==> config.mk <==
export PLATFORM = sky130hd
export DESIGN_NAME = mem_arbiter_rr
export DESIGN_NICKNAME = d
export VERILOG_FILES = /design/src/rtl/mem_arbiter_rr.sv
export SDC_FILE = /design/constraint.sdc
export NUM_CORES = 1
export LEC_CHECK = 0
export CAP_MARGIN = 20
export CORE_AREA = 5 5 735 737
export CTS_CLUSTER_DIAMETER = 80
export DETAILED_ROUTE_END_ITERATION = 16
export DIE_AREA = 0 0 740 742
export DONT_BUFFER_PORTS = 1
export PLACE_DENSITY = 0.3
export SLEW_MARGIN = 0
export SYNTH_ARGS = -nofsm -noshare
export SYNTH_HDL_FRONTEND = slang
export SYNTH_SLANG_ARGS = --single-unit
==> constraint.sdc <==
create_clock -name clk -period 4.3 [get_ports clk]
set_input_delay 0.215 -clock clk [delete_from_list [all_inputs] [get_ports clk]]
set_output_delay 0.215 -clock clk [all_outputs]
set_load 0.05 [all_outputs]
==> src/rtl/mem_arbiter_rr.sv <==
// Round-robin arbiter granting NUM_CH cache-line requesters one shared memory port via IDLE/BUSY/RESP FSM.
// Optional BUSY watchdog with sticky err_timeout is enabled by defining MEM_ARB_TIMEOUT_EN.
module mem_arbiter_rr #(
  parameter int NUM_CH         = 4,
  parameter int ADDR_WIDTH     = 16,
  parameter int LINE_WIDTH     = 256,
  parameter int TIMEOUT_CYCLES = 64
) (
  input  logic                            clk,
  input  logic                            reset,
  input  logic [NUM_CH-1:0]               petition,
  input  logic [NUM_CH*ADDR_WIDTH-1:0]    address,
  input  logic [NUM_CH-1:0]               we,
  input  logic [NUM_CH*LINE_WIDTH-1:0]    data_write,
  output logic [NUM_CH-1:0]               serviceReady,
  output logic [LINE_WIDTH-1:0]           data_read,
  output logic [$clog2(NUM_CH)-1:0]       grant_id,
  output logic                            petitionMem,
  output logic [ADDR_WIDTH-1:0]           addressMem,
  output logic                            weMem,
  output logic [LINE_WIDTH-1:0]           dataWriteMem,
  input  logic                            serviceReadyMem,
`ifdef MEM_ARB_TIMEOUT_EN
  output logic                            err_timeout,
`endif
  input  logic [LINE_WIDTH-1:0]           dataReadMem
);

  localparam int ID_W = $clog2(NUM_CH);

  typedef enum logic [1:0] {IDLE, BUSY, RESP} state_t;

  state_t          state, state_nxt;
  logic [ID_W-1:0] last_grant;
  logic [ID_W-1:0] pick;
  logic            pick_vld;
  logic            done;
  logic            tmo;
  int              idx;

`ifdef MEM_ARB_TIMEOUT_EN
  localparam int CNT_W = $clog2(TIMEOUT_CYCLES + 1);
  logic [CNT_W-1:0] tmo_cnt;
`endif

  // Search starts one past the last winner; a single subtraction wraps any NUM_CH.
  always_comb begin
    pick     = '0;
    pick_vld = 1'b0;
    idx      = 0;
    for (int k = 1; k <= NUM_CH; k++) begin
      idx = int'(last_grant) + k;
      if (idx >= NUM_CH) idx = idx - NUM_CH;
      if (!pick_vld && petition[idx[ID_W-1:0]]) begin
        pick_vld = 1'b1;
        pick     = idx[ID_W-1:0];
      end
    end
  end

  always_ff @(posedge clk or negedge reset) begin
    if (!reset) state <= IDLE;
    else        state <= state_nxt;
  end

  always_comb begin
    state_nxt = state;
    done      = 1'b0;
    tmo       = 1'b0;
    case (state)
      IDLE: if (pick_vld) state_nxt = BUSY;
      BUSY: begin
        if (serviceReadyMem) begin
          done      = 1'b1;
          state_nxt = RESP;
        end
`ifdef MEM_ARB_TIMEOUT_EN
        else if (tmo_cnt == CNT_W'(TIMEOUT_CYCLES - 1)) begin
          tmo       = 1'b1;
          state_nxt = RESP;
        end
`endif
      end
      RESP:    state_nxt = IDLE;
      default: state_nxt = IDLE;
    endcase
  end

  always_ff @(posedge clk or negedge reset) begin
    if (!reset) begin
      last_grant   <= ID_W'(NUM_CH - 1);
      grant_id     <= '0;
      petitionMem  <= 1'b0;
      addressMem   <= '0;
      weMem        <= 1'b0;
      dataWriteMem <= '0;
      data_read    <= '0;
    end else begin
      if (state == IDLE && pick_vld) begin
        addressMem   <= address[int'(pick)*ADDR_WIDTH +: ADDR_WIDTH];
        weMem        <= we[pick];
        dataWriteMem <= data_write[int'(pick)*LINE_WIDTH +: LINE_WIDTH];
        grant_id     <= pick;
        last_grant   <= pick;
        petitionMem  <= 1'b1;
      end
      if (done) begin
        petitionMem <= 1'b0;
        if (!weMem) data_read <= dataReadMem;
      end
      if (tmo) petitionMem <= 1'b0;
    end
  end

`ifdef MEM_ARB_TIMEOUT_EN
  always_ff @(posedge clk or negedge reset) begin
    if (!reset) begin
      tmo_cnt     <= '0;
      err_timeout <= 1'b0;
    end else begin
      if (state == IDLE && pick_vld) tmo_cnt <= '0;
      else if (state == BUSY)        tmo_cnt <= tmo_cnt + 1'b1;
      if (tmo) err_timeout <= 1'b1;
    end
  end
`endif

  always_comb begin
    serviceReady = '0;
    if (state == RESP) serviceReady[grant_id] = 1'b1;
  end

endmodule

**Word level (Yosys, flattened, before mapping)**

Index checks and enable logic that the tools add are counted.

- Register bits after elaboration: 536
- Logic and storage cells: 78
- Input port bits: 1355

- Equality and inequality tests: 4
- Shifts and indexed selects: 2
- $add $sub $neg: 8
- Reductions and logical operators: 12
- Magnitude comparators: 11
- Muxes and demuxes: 32
- Bitwise gates (word level): 1

Operators by type and width:

| operator | number |
|---|---|
| $shiftx A1024 B11 Y256 | 1 |
| $shiftx A64 B7 Y16 | 1 |
| $mux W2 | 10 |
| $lt A2 B3 Y1 const B | 6 |
| $mux W1 | 14 |
| $bmux W1 S2 | 5 |
| $ge A3 B3 Y1 const B | 3 |
| $sub A2 B1 Y2 const B | 4 |
| $add A2 B2 Y3 const B | 2 |
| $logic_and A1 B1 Y1 | 5 |
| $add A2 B3 Y4 const B | 1 |
| $ge A4 B3 Y1 const B | 1 |
| $mux W4 | 1 |
| $ne A2 B2 Y1 const B | 2 |
| $pmux W2 S2 | 1 |
| $reduce_and A2 Y1 | 2 |
| $add A2 B1 Y3 const B | 1 |
| $logic_not A1 Y1 | 3 |
| $demux W1 S2 | 1 |
| $eq A2 B1 Y1 const B | 1 |
| $eq A2 B2 Y1 const B | 1 |
| $ge A2 B1 Y1 const B | 1 |
| $logic_not A2 Y1 | 1 |
| $reduce_bool A2 Y1 | 1 |
| $not A1 Y1 | 1 |

**Longest topological paths before layout**

- Depth after elaboration: 18
- Depth in mapped cells: 8
- Mapped depth without buffers: 5

**Worst setup path before layout**

OpenSTA, ideal clock, no wires.

- Kind: register to output
- From: register grant_id[0]
- To: output port serviceReady[1]
- Setup slack: 1.686 ns
- Data required time: 4.085 ns
- Arrival time: 2.399 ns
- Stages on the path, launching flop included: 3
- Cells stage by stage: dfrtp_1 -> inv_1 -> nor4b_1

- Longest elaborated chain between the ends: 5
- Elaborated cells between the ends (all ways): 6
- Those cells by class: order compare: 2; mux: 3; reduce/logical: 1

RTL lines:

| element | RTL line | text |
|---|---|---|
| from (decl) | 17 | `output logic [$clog2(NUM_CH)-1:0] grant_id,` |
| from (signal assigned) | 103 | `grant_id <= pick;` |
| $lt A2 B3 Y1 (not written as such) / $ge A2 B1 Y1 (equally long branches) | 130 | `if (state == RESP) serviceReady[grant_id] = 1'b1;` |
| $logic_and A1 B1 Y1 (not written as such) | 130 |  |
| $mux W1 (not written as such) | 130 |  |
| $demux W1 S2 * | 130 |  |
| $mux W4 * | 130 |  |
| to (decl) | 15 | `output logic [NUM_CH-1:0] serviceReady,` |

Every way passes the cells marked *; elsewhere a longest branch is shown, timed or not.

**Final worst setup path**

- From: register last_grant[1]
- To: register dataWriteMem[156]

- Longest elaborated chain between the ends: 16
- Elaborated cells between the ends (all ways): 40
- Those cells by class: add/sub: 8; order compare: 4; shift: 1; mux: 20; reduce/logical: 7

RTL lines:

| element | RTL line | text |
|---|---|---|
| from (decl) | 34 | `logic [ID_W-1:0] last_grant;` |
| from (signal assigned) | 91 | `last_grant <= ID_W'(NUM_CH - 1);` |
| from (signal assigned) | 104 | `last_grant <= pick;` |
| $add A2 B1 Y3 | 52 | `idx = int'(last_grant) + k;` |
| $ge A3 B3 Y1 / $sub A2 B1 Y2 (equally long branches) | 53 | `if (idx >= NUM_CH) idx = idx - NUM_CH;` |
| $mux W2 | 53 |  |
| $bmux W1 S2 | 54 | `if (!pick_vld && petition[idx[ID_W-1:0]]) begin` |
| $mux W1 (not written as such) | 54 |  |
| $mux W1 | 54 |  |
| $logic_not A1 Y1 | 54 |  |
| $logic_and A1 B1 Y1 | 54 |  |
| $mux W1 | 54 |  |
| $logic_not A1 Y1 | 54 |  |
| $logic_and A1 B1 Y1 | 54 |  |
| $mux W1 | 54 |  |
| $logic_not A1 Y1 | 54 |  |
| $logic_and A1 B1 Y1 | 54 |  |
| $mux W2 / $mux W1 (equally long branches) | 54 |  |
| $shiftx A1024 B11 Y256 / $logic_and A1 B1 Y1 (equally long branches) | 102, 99 |  |
| to (signal assigned) | 102 | `dataWriteMem <= data_write[int'(pick)*LINE_WIDTH +: LINE_WIDTH];` |
| to (decl) | 21 | `output logic [LINE_WIDTH-1:0] dataWriteMem,` |

Several ways; a longest one is shown, not always the timed one. The select of a mux whose other input is x is not followed.
A chain may end at the register's enable or synchronous reset.

==> flow_summary.json <==
{
  "p_leak_uw": 0.0199,
  "io_buffers": 0,
  "final-max-slew-violation-count": 0,
  "hold_class": "in -> reg",
  "cap_violations": 0,
  "grt_pass1_wl_um": 426000,
  "htreeDepth": 3,
  "core_area_um2": 532000,
  "drt-total-wl_um": 360000,
  "clk_latency_ns": 0.82,
  "fin_crit_ns": 3.97,
  "gp_congestion": 1.00,
  "crit_type": "reg -> reg",
  "drtAntennaViolNets": 0,
  "critPathLaunch": "last_grant[1]",
  "postSynthCellCount": 2101,
  "yosys_warnings": 0,
  "cp-end-kind": "flip-flop",
  "tritoncts": "built",
  "irDropWorstVdd_mv": 0.375,
  "dp_slack_ns": 0.731,
  "setup-violations-final": 0,
  "timing.final.ws_setup_ns": 0.331,
  "num_io_pins": 1891,
  "initial_core_util_pct": 5.10,
  "mostFrequentLayoutCells": "dlygate4sd3_1, mux2i_1, dfrtp_1",
  "crit_required_ns": 4.96,
  "cts_resized": 0,
  "nets": 4731,
  "yosys.cell_types.count": 28,
  "synth_seq_cells": 536,
  "crit_arrival_ns": 4.63,
  "final_cells": 10631,
  "yosysSeqAreaShare_pct": 49.4,
  "antenna_found_initial": 445,
  "final.setup_skew_ns": 0.0498,
  "tightest_slew_ns": 1.28,
  "numCtsBuffers": 89,
  "firstDrtPassIters": 5,
  "grt_setup_unrepaired": "false",
  "dieHeight_um": 742,
  "overflow": 0,
  "powerDensity_nw_per_um2": 822,
  "cts.sinks": 536,
  "die_w_um": 740,
  "cts_buffer_depth": 4,
  "grt_pass1_vias": 28057,
  "path_max_fanout": 53,
  "viasPerCell": 2.64,
  "dr_total_vias": 28113,
  "drive_gt1_share_pct": 8.69,
  "outcome": "complete, no violations",
  "hold_viol_final": 0,
  "syn-num-nets": 3456,
  "drt-wirelength-per-cell_um": 33.9,
  "initialDrtViolationCount": 2382,
  "startpoint_type": "flip-flop",
  "die-area_um2": 549000,
  "fmax_ghz": 0.252,
  "drcViolationCount": 0,
  "grt.total_usage_pct": 12.5,
  "final_common_cell": "dlygate4sd3_1",
  "regToRegSetupSlack_ns": 0.33,
  "fp-row-count": 268,
  "clk_pin_slew_ns": 0.06,
  "maxSlewHeadroom_pct": 14.5,
  "syn_area_um2": 27100,
  "area_growth_pct": 90.2,
  "clockRootBuffer": "clkbuf_16",
  "syn_area_per_cell_um2": 12.9,
  "grt_max_degree": 163,
  "dp.cells": 9068,
  "dp.final_hpwl_um": 319000,
  "min_period_over_period_pct": 92.3,
  "tns_ns": 0,
  "min_from": "dataReadMem[94]",
  "r2r-start": "last_grant[1]"
}
cells by family (layout without fill, tap and decap cells):
logic type      Yosys count  in the layout  synth area share (%)
other cells               0            171                     0
flops                   536            536                  49.4
simple gates            299            299                  4.30
buf+inv                 182           1521                  6.49
compound gates          281            281                  9.01
mux                     803            803                  30.8
critical path, cell delays in order, from the launching register on:
cell,delay (ns)
dfstp_2,0.59
nand2b_1,0.14
a21oi_1,0.11
o221ai_4,0.23
buf_12,0.19
buf_12,0.35
buf_4,0.38
mux2i_1,0.33
dlygate4sd3_1,0.64
o221ai_1,0.12
dlygate4sd3_1,0.60
per-layer routing:
| layer | up-vias | GRT usage [%] | part of all wire, % |
|---|---|---|---|
| li1 | 10729 | - | - |
| met2 | 2285 | 19.1 | 43 |
| met5 | - | 0 | 0.59 |
| met3 | 956 | 8.94 | 16 |
| met4 | 324 | 5.62 | 5.6 |
| met1 | 13819 | 13.1 | 35 |
timing repair:
action / 4_1_cts / 5_1_grt
setup endpoints to repair: 0 / 8
setup buffers: 0 / 2
hold buffers: 1232 / 2
endpoints found under the hold margin: 908 / 1
stage by stage:
step	hold WS (ns)	util, %	total power, uW	cell area (um2)
after floorplan	-0.0806	-	23700	27100
after global placement	-0.0751	6.65	30100	35400
after detailed placement	-0.0765	6.71	30300	35700
after CTS	0.00219	9.62	43100	51100
after global routing	0.0514	9.67	44100	51400
final	0.118	9.71	42500	51600
where the power goes:
part / internal, uW / switching (uW) / total, uW
registers: 7290 / 14000 / 21200
logic: 7270 / 5890 / 13200
clock network: 4900 / 3140 / 8040
total: 19500 / 23000 / 42500
worst paths after layout:
path / end / cells after the start
max in group asynchronous: dataWriteMem[93] / 5
hold reg to reg: last_grant[1] / 2
min in group asynchronous: data_read[216] / 3
setup / recovery: dataWriteMem[156] / 10
setup reg to reg: dataWriteMem[156] / 10
hold / removal: data_read[94] / 2
cell usage after synthesis, drive strengths merged:
| library cell | number | area [um2] |
|---|---|---|
| nor4b | 2 | 17.5 |
| dlygate4sd3 | 2 | 20.0 |
| clkbuf | 30 | 113 |
| and2b | 1 | 7.51 |
| a21oi | 3 | 15.0 |
| nand2 | 283 | 1060 |
| dfstp | 2 | 52.6 |
| and4b | 1 | 10.0 |
| bufbuf | 1 | 18.8 |
| o21ai | 2 | 10.0 |
| dfrtp | 534 | 13400 |
| nand2b | 4 | 25.0 |
| nand3b | 1 | 7.51 |
| nor4bb | 1 | 10.0 |
| buf | 146 | 1600 |
| a211oi | 1 | 7.51 |
| mux2i | 547 | 5480 |
| o221ai | 274 | 2410 |
| and2 | 1 | 6.26 |
| inv | 3 | 11.3 |
| nor2 | 5 | 18.8 |
| a31oi | 1 | 6.26 |
| mux2 | 256 | 2880 |
area by class of cell:
class                      count  area (um2)
clock inverter                45         691
fill                       61232      480000
tap                         7020        8780
clock buffer                 110        2420
multi-input combinational   1383       12100
antenna                      171         428
inverter                       3        11.3
timing repair buffer        1363       13800
sequential                   536       13400
sequential cells by signal (all words and copies together) (netlist names):
name	count
dataWriteMem	256
data_read	256
addressMem	16
grant_id	2
last_grant	2
state	2
petitionMem	1
weMem	1
(Power assumes the default switching activity.)
